File: src/rtl/vga_pkg.sv
`default_nettype none
`timescale 1ns/1ps
//------------------------------------------------------------------------------
// Module  : vga_pkg
// Brief   : 640x480 timing constants, {r3,g3,b2} colour-field offsets and a
//           shift-add row-base helper shared by the video blocks.
// Revision: 1.0
//------------------------------------------------------------------------------
package vga_pkg;

  localparam int H_ACTIVE       = 640;
  localparam int H_TOTAL        = 800;
  localparam int V_ACTIVE       = 480;
  localparam int V_TOTAL        = 525;
  localparam int BYTES_PER_LINE = H_ACTIVE / 8;

  localparam int RED_LSB   = 5;
  localparam int GREEN_LSB = 2;
  localparam int BLUE_LSB  = 0;

  // row * BYTES_PER_LINE (80 = 64 + 16) as two shifts and an add.
  function automatic logic [15:0] row_base(input logic [9:0] row);
    return ({6'd0, row} << 6) + ({6'd0, row} << 4);
  endfunction

endpackage
`default_nettype wire

File: src/rtl/vga_scanout_if.sv
`default_nettype none
`timescale 1ns/1ps
//------------------------------------------------------------------------------
// Module  : vga_scanout_if
// Brief   : Video read port of vram: registered byte address out, byte back.
// Revision: 1.0
//------------------------------------------------------------------------------
interface vga_scanout_if;

  logic [15:0] vram_addr;
  logic [7:0]  vram_data;

  modport master (output vram_addr, input  vram_data);
  modport slave  (input  vram_addr, output vram_data);

endinterface
`default_nettype wire

File: src/rtl/vga_scanout_fetch.sv
`default_nettype none
`timescale 1ns/1ps
//------------------------------------------------------------------------------
// Module  : scan_fetch
// Brief   : Keeps one frame-buffer byte in flight ahead of the beam; owns the
//           line-base registers, vram address, read-valid pipe and next_byte.
// Revision: 1.0
//------------------------------------------------------------------------------
module scan_fetch
  import vga_pkg::*;
#(
  parameter int RD_LAT = 1
) (
  input  logic          clk,
  input  logic          resetn,
  input  logic [9:0]    x,
  input  logic [9:0]    y,
  vga_scanout_if.master vram,
  output logic [7:0]    next_byte
);

  if (RD_LAT < 1 || RD_LAT > 5) begin : g_bad_rd_lat
    $error("scan_fetch: RD_LAT must be in 1..5");
  end

  logic              w_in_range;
  logic [9:0]        w_row_next;
  logic              w_mid_fetch;
  logic              w_line_slot;
  logic              w_line_fetch;
  logic              w_fetch;
  logic [15:0]       w_mid_addr;

  logic [15:0]       r_addr;
  logic [15:0]       r_line_base;
  logic [15:0]       r_next_base;
  logic [RD_LAT-1:0] r_vld;
  logic [7:0]        r_next_byte;
  logic              r_armed;

  assign w_in_range   = (x < 10'(H_TOTAL)) && (y < 10'(V_TOTAL));
  assign w_row_next   = (y == 10'(V_TOTAL - 1)) ? 10'd0 : y + 10'd1;
  // After a reset mid-line the line base is unknown, so mid-line fetches wait
  // for the next-line slot to re-arm them.
  assign w_mid_fetch  = r_armed && (x[2:0] == 3'd1) && (x < 10'(H_ACTIVE - 8))
                        && (y < 10'(V_ACTIVE));
  assign w_line_slot  = w_in_range && (x == 10'(H_TOTAL - 8));
  assign w_line_fetch = w_line_slot && (w_row_next < 10'(V_ACTIVE));
  assign w_fetch      = w_mid_fetch || w_line_fetch;
  assign w_mid_addr   = r_line_base + 16'(x[9:3]) + 16'd1;

  always_ff @(posedge clk or negedge resetn) begin
    if (!resetn) begin
      r_addr      <= '0;
      r_line_base <= '0;
      r_next_base <= '0;
      r_vld       <= '0;
      r_next_byte <= '0;
      r_armed     <= 1'b0;
    end else begin
      r_vld <= (r_vld << 1) | RD_LAT'(w_fetch);
      if (w_fetch) begin
        r_addr <= w_mid_fetch ? w_mid_addr : r_next_base;
      end
      if (r_vld[RD_LAT-1]) begin
        r_next_byte <= vram.vram_data;
      end else if (w_line_slot && !w_line_fetch) begin
        r_next_byte <= 8'h00;
      end
      if (w_line_slot) begin
        r_armed <= 1'b1;
      end
      // Re-seeded once per line in blanking so a mid-frame reset recovers
      // by the following line; the running increment below covers the rest.
      if (w_in_range && (x == 10'(H_TOTAL - 16))) begin
        r_next_base <= row_base(w_row_next);
      end
      if (w_in_range && (x == 10'(H_TOTAL - 1))) begin
        if (y == 10'(V_TOTAL - 1)) begin
          r_line_base <= '0;
          r_next_base <= 16'(BYTES_PER_LINE);
        end else begin
          r_line_base <= r_next_base;
          if (w_row_next < 10'(V_ACTIVE - 1)) begin
            r_next_base <= r_next_base + 16'(BYTES_PER_LINE);
          end
        end
      end
    end
  end

  assign vram.vram_addr = r_addr;
  assign next_byte      = r_next_byte;

endmodule
`default_nettype wire

File: src/rtl/vga_scanout.sv
`default_nettype none
`timescale 1ns/1ps
//------------------------------------------------------------------------------
// Module  : vga_scanout
// Brief   : 1-bpp frame buffer to registered RGB332 plus 1-clk delayed syncs.
// Revision: 1.0
//------------------------------------------------------------------------------
module vga_scanout
  import vga_pkg::*;
#(
  parameter int         RD_LAT = 1,
  parameter logic [7:0] FG     = 8'hFF,
  parameter logic [7:0] BG     = 8'h00
) (
  input  logic          clk,
  input  logic          resetn,
  input  logic [9:0]    x,
  input  logic [9:0]    y,
  input  logic          vidon,
  input  logic          hsync_in,
  input  logic          vsync_in,
  vga_scanout_if.master vram,
  output logic [2:0]    red,
  output logic [2:0]    green,
  output logic [1:0]    blue,
  output logic          hsync,
  output logic          vsync
);

  logic [7:0] w_next_byte;
  logic       w_in_range;
  logic [7:0] w_colour;

  logic [7:0] r_cur_byte;
  logic [7:0] r_rgb;
  logic       r_hsync;
  logic       r_vsync;

  scan_fetch #(
    .RD_LAT    (RD_LAT)
  ) u_fetch (
    .clk       (clk),
    .resetn    (resetn),
    .x         (x),
    .y         (y),
    .vram      (vram),
    .next_byte (w_next_byte)
  );

  assign w_in_range = (x < 10'(H_TOTAL)) && (y < 10'(V_TOTAL));

  // Bit i of the byte is the pixel at x[2:0] = i (LSB leftmost).
  always_comb begin
    w_colour = 8'h00;
    if (vidon && w_in_range) begin
      w_colour = r_cur_byte[x[2:0]] ? FG : BG;
    end
  end

  always_ff @(posedge clk or negedge resetn) begin
    if (!resetn) begin
      r_cur_byte <= '0;
      r_rgb      <= '0;
      r_hsync    <= 1'b1;
      r_vsync    <= 1'b1;
    end else begin
      if (w_in_range && (x[2:0] == 3'd7)) begin
        r_cur_byte <= w_next_byte;
      end
      r_rgb   <= w_colour;
      r_hsync <= hsync_in;
      r_vsync <= vsync_in;
    end
  end

  assign red   = r_rgb[RED_LSB   +: 3];
  assign green = r_rgb[GREEN_LSB +: 3];
  assign blue  = r_rgb[BLUE_LSB  +: 2];
  assign hsync = r_hsync;
  assign vsync = r_vsync;

endmodule
`default_nettype wire

File: src/flat_wrapper.sv
// flat-port wrapper written by rule: the top's interface ports become plain ports
module vga_scanout_flat import vga_pkg::*;
#(
  parameter int         RD_LAT = 1,
  parameter logic [7:0] FG     = 8'hFF,
  parameter logic [7:0] BG     = 8'h00
)
  (clk, resetn, x, y, vidon, hsync_in, vsync_in, red, green, blue, hsync, vsync, vram_vram_addr, vram_vram_data);
  vga_scanout_if vram_i ();
  input  logic clk;
  input  logic resetn;
  input  logic [9:0] x;
  input  logic [9:0] y;
  input  logic vidon;
  input  logic hsync_in;
  input  logic vsync_in;
  output logic [2:0] red;
  output logic [2:0] green;
  output logic [1:0] blue;
  output logic hsync;
  output logic vsync;
  output wire logic [$bits(vram_i.vram_addr)-1:0] vram_vram_addr;
  input wire logic [$bits(vram_i.vram_data)-1:0] vram_vram_data;
  assign vram_vram_addr = vram_i.vram_addr;
  assign vram_i.vram_data = vram_vram_data;
  vga_scanout #(.RD_LAT(RD_LAT), .FG(FG), .BG(BG)) u_core (.clk(clk), .resetn(resetn), .x(x), .y(y), .vidon(vidon), .hsync_in(hsync_in), .vsync_in(vsync_in), .vram(vram_i), .red(red), .green(green), .blue(blue), .hsync(hsync), .vsync(vsync));
endmodule
File: config.mk
export PLATFORM = sky130hd
export DESIGN_NAME = vga_scanout_flat
export DESIGN_NICKNAME = d
export VERILOG_FILES = /design/src/rtl/vga_pkg.sv /design/src/rtl/vga_scanout_if.sv /design/src/rtl/vga_scanout_fetch.sv /design/src/rtl/vga_scanout.sv /design/src/flat_wrapper.sv
export SDC_FILE = /design/constraint.sdc
export NUM_CORES = 1
export LEC_CHECK = 0
export ABC_AREA = 0
export ABC_CLOCK_PERIOD_IN_PS = 4320
export BUFFER_PORTS_ARGS = -buffer_cell sky130_fd_sc_hd__buf_2
export CORE_MARGIN = 2
export CORE_UTILIZATION = 40
export DETAILED_ROUTE_END_ITERATION = 8
export PLACE_DENSITY = 0.67
export SLEW_MARGIN = 15
export SYNTH_ARGS = -nofsm -noshare
export SYNTH_HDL_FRONTEND = slang
export SYNTH_SLANG_ARGS = --single-unit
File: constraint.sdc
create_clock -name clk -period 4.32 [get_ports clk]
set_clock_uncertainty 0.05 [all_clocks]
set_input_delay 0.864 -clock clk [delete_from_list [all_inputs] [get_ports clk]]
set_output_delay 0.864 -clock clk [all_outputs]
set_load 0.01 [all_outputs]
==> metrics.csv, run 1 <==
stage,metric,value,unit
placed_design,dpl.hpwl,8260,um
pwr,leakagePower,0.00238,uW
critical_path,cp_num_buf_inv,2,
floorplanning,dieArea,0.0122,mm2
timing,period_needed,3480,ps
pwr,p_comb_frac,0.122,
floorplanning,rows,38,
timing,slew_violations,0,
timing,finalSetupTns,0,ps
layout,final_nets,605,
timing,setup_viol,0,
layout,drive_above_1_share,0.203,
floorplanning,core,0.0109,mm2
route,wl_per_cell,16.0,um
critical_path,path_class,in2reg,
placed_design,gp_congestion,0.848,
route,vias,3917,
timing,hold_ws,416,ps
critical_path,crit_cells,15,
clocking,clkTransAtPathRegs,50,ps
pwr,ir_drop,0.178,mV
clocking,post_cts_resize_count,0,
pwr,switching_share,0.249,
critical_path,crit_family,simple AND/OR/NAND/NOR gates,
layout,final_cells,697,
route,drc_errors,0,
pwr,p_sw,394,uW
timing,relSlewSlack,0.395,
clocking,numCtsBuffers,9,
route,postRouteAntennaNets,0,
timing,worst_pin_slew,908,ps
min_path,min_path_type,reg2reg,
timing,hold_viol,0,
critical_path,cp.required,4480,ps
critical_path,rr_worst_depth,12,
outcome,status,"complete, no violations",
yosys,synth_area_per_cell,9.00,um2
critical_path,cp-end-kind,flop,
global_route,grt-ovfl-total,0,
critical_path,crit_path_max_fanout,10,
yosys,synth_commonest_cells,"nand2_1 (74), dfrtp_1 (67), o21ai_0 (45), nor2_1 (26), a21oi_1 (24)",
layout,utilization,0.477,
min_path,hold_depth,1,
yosys,synth.distinct_cells,71,
yosys,synthTopCellsByArea,"dfrtp_1 (37%), nand2_1 (6.1%), ha_1 (5.2%)",
floorplanning,ioPinCount,59,
pwr,internal_power,1190,uW
layout,syn_to_final_growth,15.0,%
yosys,syn-num-nets,557,
global_route,antenna_found_initial,0,
route,routed.top_layer,met4,
critical_path,cpPeakStageDelay,530,ps
clocking,cts_buffer_depth,2,
yosys,yosysTopAreaCell,dfrtp_1,
layout,antenna_cells,0,
placed_design,dp.cells,681,
pwr,cellPowerDensity,304,mW/mm2
timing,layout_worst_path_cycle_share,0.805,
clocking,ctsHoldBuffers,0,
placed_design,io_buffers,58,
floorplanning,start_util,0.415,
clocking,postCtsSetupRepairBufs,0,
clocking,cts-root-buf,clkbuf_16,
yosys,syn_inst,504,
critical_path,critical_path.startpoint_type,primary input,
timing,rsz0062_at_grt,false,
yosys,yosysWarnings,0,
global_route,grt_pass1_wl,18600,um
route,drtIter0Drc,229,
clocking,cts_sinks,69,
yosys,synth_area,0.00454,mm2
floorplanning,fp.dieH,111,um
route,first_pass_iters,5,
yosys,ys_seq_area_frac,0.381,
critical_path,worstPathCellList,buf_2 -> inv_1 -> ha_1 -> nor4bb_1 -> a211o_1 -> nand2_1 -> ha_1 -> a21o_1 -> a21o_1 -> nor3_1 -> nand3_1 -> a31oi_1 -> nor2_1 -> xnor2_1 -> a21oi_2,
yosys,synth_edf_count,0,
yosys,yosysMostFrequentCell,nand2_1,
route,wl_met2,4950,um
critical_path,crit_arrival,3640,ps
critical_path,crit_slowest_cell,nor4bb_1,
global_route,grt_max_degree,41,
flow_run,drv_cap,0,
yosys,synth_top_area_share,0.370,
pwr,p_clk_frac,0.462,
timing,fmax,287,MHz
clocking,htree_num_levels,3,
global_route,grt_usage,0.185,
yosys,ys_seq_elements,69,
floorplanning,die_x,111,um
global_route,grt_pass1_vias,3684,
route,met3_length,569,um
clocking,tritoncts,built,
pwr,pwr-share-seq,0.416,
route,wl_met1,5450,um
yosys,ys_async_sr_fraction,1.00,
yosys,synthFlopType,dfrtp_1,
route,avgViaCountPerCell,5.62,
clocking,clk_latency,330,ps
route,wl,11100,um
[layout by cell type, fill, tap and decap left out, drive strengths merged, types with 10 or more instances in the layout]
cell type	n
nand2	74
buf	68
dfrtp	67
o21ai	46
nor2	26
a21oi	25
ha	19
inv	16
nand3	16
xnor2	16
nor3	13
mux2i	13
clkbuf	12
and3	10
a211oi	10
[worst paths after layout]
kind                                               start                                end  slack, ps
hold reg to reg                   u_core.u_fetch.r_armed             u_core.u_fetch.r_armed        420
hold / removal                    u_core.u_fetch.r_armed             u_core.u_fetch.r_armed        420
max in group asynchronous                         resetn      u_core.u_fetch.r_next_base[8]       2650
min in group asynchronous                         resetn        u_core.u_fetch.next_byte[0]        620
setup / recovery                                    y[0]     u_core.u_fetch.r_next_base[15]        840
setup reg to reg           u_core.u_fetch.r_line_base[0]  u_core.u_fetch.vram.vram_addr[10]       1790
[registers in the layout, indices dropped and copies added (netlist names), 8 cells and up]
register / count
u_core.r_cur_byte: 8
u_core.u_fetch.r_line_base: 16
u_core.u_fetch.next_byte: 8
u_core.u_fetch.r_next_base: 16
u_core.u_fetch.vram.vram_addr: 16
[area by class of cell]
cell class,count,area [um2]
clock inverters,4,47.5
clock buffers,12,246
flip-flops and latches,69,1730
well taps,140,175
fillers,1049,5720
inverters,16,60.1
multi-input cells,388,2590
repair buffers,68,365
[kinds of logic after synthesis]
logic type,count (synthesis),synth area share
AO/OA/AOI/OAI,130,0.189
buffers and inverters,47,0.0502
XOR/XNOR,25,0.0483
AND/OR/NAND/NOR,189,0.212
adder cells (fa/ha/maj),20,0.0568
multiplexers,24,0.0618
flip-flops,69,0.381
[power by group through the flow]
| stage | clock, uW | combinational (uW) | sequential, uW |
|---|---|---|---|
| 2_1_floorplan | 0 | 121 | 670 |
| 3_3_place_gp | 0 | 191 | 670 |
| 3_5_place_dp | 0 | 191 | 670 |
| 4_1_cts | 745 | 193 | 659 |
| 5_1_grt | 777 | 215 | 659 |
| 6_report | 732 | 193 | 659 |
[metal layers]
metal | track usage | vias to the layer above
met1 | 0.270 | 1878
met3 | 0.0291 | 12
met2 | 0.279 | 123
met4 | 0.0625 | 0
li1 | - | 1904
met5 | 0 | -
[through the flow]
step / total power, uW / setup slack (ps) / instance area, um2
4_1_cts: 1600 / 898 / 5220
3_3_place_gp: 861 / 561 / 4920
2_1_floorplan: 791 / 772 / 4540
5_1_grt: 1650 / 473 / 5220
3_5_place_dp: 861 / 550 / 4920
6_report: 1580 / 842 / 5220
Power figures use the tool's default switching activity.
==> run 2, diff against run 1 <==
--- a/config.mk
+++ b/config.mk
@@ -6,12 +6,12 @@
 export NUM_CORES = 1
 export LEC_CHECK = 0
 export ABC_AREA = 0
-export ABC_CLOCK_PERIOD_IN_PS = 4320
+export ABC_CLOCK_PERIOD_IN_PS = 2980
 export BUFFER_PORTS_ARGS = -buffer_cell sky130_fd_sc_hd__buf_2
 export CORE_MARGIN = 2
 export CORE_UTILIZATION = 40
 export DETAILED_ROUTE_END_ITERATION = 8
-export PLACE_DENSITY = 0.67
+export PLACE_DENSITY = 0.69
 export SLEW_MARGIN = 15
 export SYNTH_ARGS = -nofsm -noshare
 export SYNTH_HDL_FRONTEND = slang
==> constraint.sdc (replaced) <==
create_clock -name clk -period 2.98 [get_ports clk]
set_clock_uncertainty 0.05 [all_clocks]
set_input_delay 0.596 -clock clk [delete_from_list [all_inputs] [get_ports clk]]
set_output_delay 0.596 -clock clk [all_outputs]
set_load 0.01 [all_outputs]
==> metrics.csv, run 2 (synthesis results as in run 1) <==
stage,metric,value,unit,change
outcome,status,"complete, no violations",,unchanged
placed_design,gp_congestion,0.916,,was 0.848
layout,final_nets,655,,was 605
route,wl,11700,um,was 11100 um
critical_path,crit_path_max_fanout,6,,was 10
route,drc_errors,0,,unchanged
route,vias,4158,,was 3917
layout,final_cells,747,,was 697
critical_path,rr_worst_depth,12,,unchanged
timing,relSlewSlack,0.649,,was 0.395
layout,antenna_cells,0,,unchanged
pwr,ir_drop,0.303,mV,was 0.178 mV
layout,final_cell_area,0.00571,mm2,was 0.00522 mm2
layout,syn_to_final_growth,25.9,%,was 15.0%
floorplanning,core,0.0109,mm2,unchanged
layout,multi_input_area,0.00263,mm2,was 0.00259 mm2
floorplanning,dieArea,0.0122,mm2,unchanged
placed_design,io_buffers,58,,unchanged
timing,rsz0062_at_grt,true,,was false
clocking,ctsHoldBuffers,0,,unchanged
timing,hold_viol,0,,unchanged
floorplanning,rows,38,,unchanged
critical_path,crit_slowest_cell,nor4bb_4,,was nor4bb_1
timing,layout_worst_path_cycle_share,0.941,,
clocking,numCtsBuffers,9,,unchanged
global_route,grt_usage,0.196,,was 0.185
clocking,clkTransAtPathRegs,60,ps,was 50 ps
critical_path,path_class,in2reg,,unchanged
placed_design,place_area,0.00538,mm2,was 0.00492 mm2
clocking,cts_buffer_depth,2,,unchanged
pwr,cellPowerDensity,429,mW/mm2,was 304 mW/mm2
layout,layout_common_cells,"nand2_1 (74), dfrtp_1 (67), buf_2 (58), buf_4 (56), o21ai_0 (45)",,"was nand2_1 (74), dfrtp_1 (67), buf_2 (58), o21ai_0 (45), nor2_1 (26)"
timing,setup_viol,0,,unchanged
layout,drive_above_1_share,0.280,,was 0.203
placed_design,dp.cells,731,,was 681
global_route,grt_pass1_wl,20000,um,was 18600 um
flow_run,drv_cap,0,,unchanged
floorplanning,start_util,0.415,,unchanged
critical_path,r2r-start,u_core.u_fetch.r_line_base[0],,unchanged
floorplanning,die_x,111,um,unchanged
timing,slew_violations,0,,unchanged
critical_path,worstPathCellList,buf_2 -> inv_1 -> ha_1 -> nor4bb_4 -> a211o_1 -> nand2_1 -> ha_1 -> a21o_1 -> a21o_1 -> nor3_1 -> nand3_1 -> a31oi_1 -> nor2_1 -> xnor2_1 -> a21oi_2,,was buf_2 -> inv_1 -> ha_1 -> nor4bb_1 -> a211o_1 -> nand2_1 -> ha_1 -> a21o_1 -> a21o_1 -> nor3_1 -> nand3_1 -> a31oi_1 -> nor2_1 -> xnor2_1 -> a21oi_2
clocking,clk_latency,330,ps,about the same
critical_path,cpPeakStageDelay,250,ps,was 530 ps
global_route,grt_pass1_vias,4153,,was 3684
route,first_pass_iters,4,,was 5
critical_path,critical_path.startpoint_type,primary input,,unchanged
global_route,grt-ovfl-total,0,,unchanged
critical_path,crit_arrival,2970,ps,was 3640 ps
clocking,cts-root-buf,clkbuf_16,,unchanged
global_route,grt_max_degree,70,,was 41
clocking,htree_num_levels,3,,unchanged
route,postRouteAntennaNets,0,,unchanged
critical_path,reg2reg_setup_slack,470,ps,was 1790 ps
route,avgViaCountPerCell,5.57,,was 5.62
clocking,tritoncts,built,,unchanged
timing,worst_pin_slew,521,ps,was 908 ps
clocking,cts_sinks,69,,unchanged
route,drtIter0Drc,223,,was 229
timing,period_needed,2810,ps,
placed_design,dpl.hpwl,8870,um,was 8260 um
layout,layout_commonest_cell,nand2_1,,unchanged
layout,seq_area,0.00173,mm2,unchanged
critical_path,cp-end-kind,flop,,unchanged
floorplanning,ioPinCount,59,,unchanged
floorplanning,fp.dieH,111,um,unchanged
timing,fmax,356,MHz,
route,wl_per_cell,15.7,um,was 16.0 um
pwr,leakagePower,0.00267,uW,was 0.00238 uW
layout,nFillCells,978,,was 1049
critical_path,cp.required,3140,ps,was 4480 ps
global_route,antenna_found_initial,0,,unchanged
min_path,min_path_type,in2async,,was reg2reg
critical_path,reg2reg_to,u_core.u_fetch.vram.vram_addr[10],,unchanged
[run 2: report_power, final]
part	switching [uW]	total (uW)	internal (uW)
registers	7.64	955	947
logic	184	338	155
clock network	418	1150	736
total	609	2450	1840
[run 2: metrics by stage]
step | total power [uW] | setup TNS [ps] | hold WS, ps | setup WS, ps | utilization
final | 2450 | 0 | 227 | 175 | 0.522
after global routing | 2540 | -37.1 | 254 | -22.9 | 0.522
after CTS | 2470 | 0 | 249 | 192 | 0.522
after detailed placement | 1310 | -842 | 408 | -168 | 0.492
after global placement | 1300 | -338 | 406 | -115 | 0.492
after floorplan | 1150 | 0 | 250 | 21.6 | -
[run 2: critical path: cells and delay by family]
kind	cells	cell delay [ps]
AOI/OAI and AO/OA	5	830
and+or+nand+nor	5	690
adders and majority gates	2	400
buffers and inverters	2	240
xor gates and xnor gates	1	190
[run 2: layer usage]
metal  up-vias  wire (um)  track usage
met5         -          0            0
met4         0        163       0.0725
met3        15        577       0.0258
met2       125       5550        0.319
met1      2009       5440        0.268
li1       2009          -            -
[run 2: area by class of cell]
type / instances / area share
Inverter: 16 / 0.0105
Multi-Input combinational cell: 388 / 0.461
Timing Repair Buffer: 118 / 0.138
Tap cell: 140 / 0.0307
Clock inverter: 7 / 0.0173
Clock buffer: 9 / 0.0394
Sequential cell: 69 / 0.303
[run 2: worst max-delay path by stage]
stage                     from                        endpoint  slack, ps  cells past startpoint
after floorplan           y[0]  u_core.u_fetch.r_next_base[15]         20                     15
after global placement    y[0]  u_core.u_fetch.r_next_base[11]       -110                     11
after detailed placement  y[0]  u_core.u_fetch.r_next_base[15]       -170                     15
after CTS                 y[0]  u_core.u_fetch.r_next_base[15]        190                     15
after global routing      y[0]  u_core.u_fetch.r_next_base[12]        -20                     15
final                     y[0]  u_core.u_fetch.r_next_base[15]        170                     15
[run 2: what timing repair did]
action,CTS,global route
setup buffers,0,0
resized for setup,0,1
endpoints found under the hold margin,0,0
setup endpoints to repair,0,2
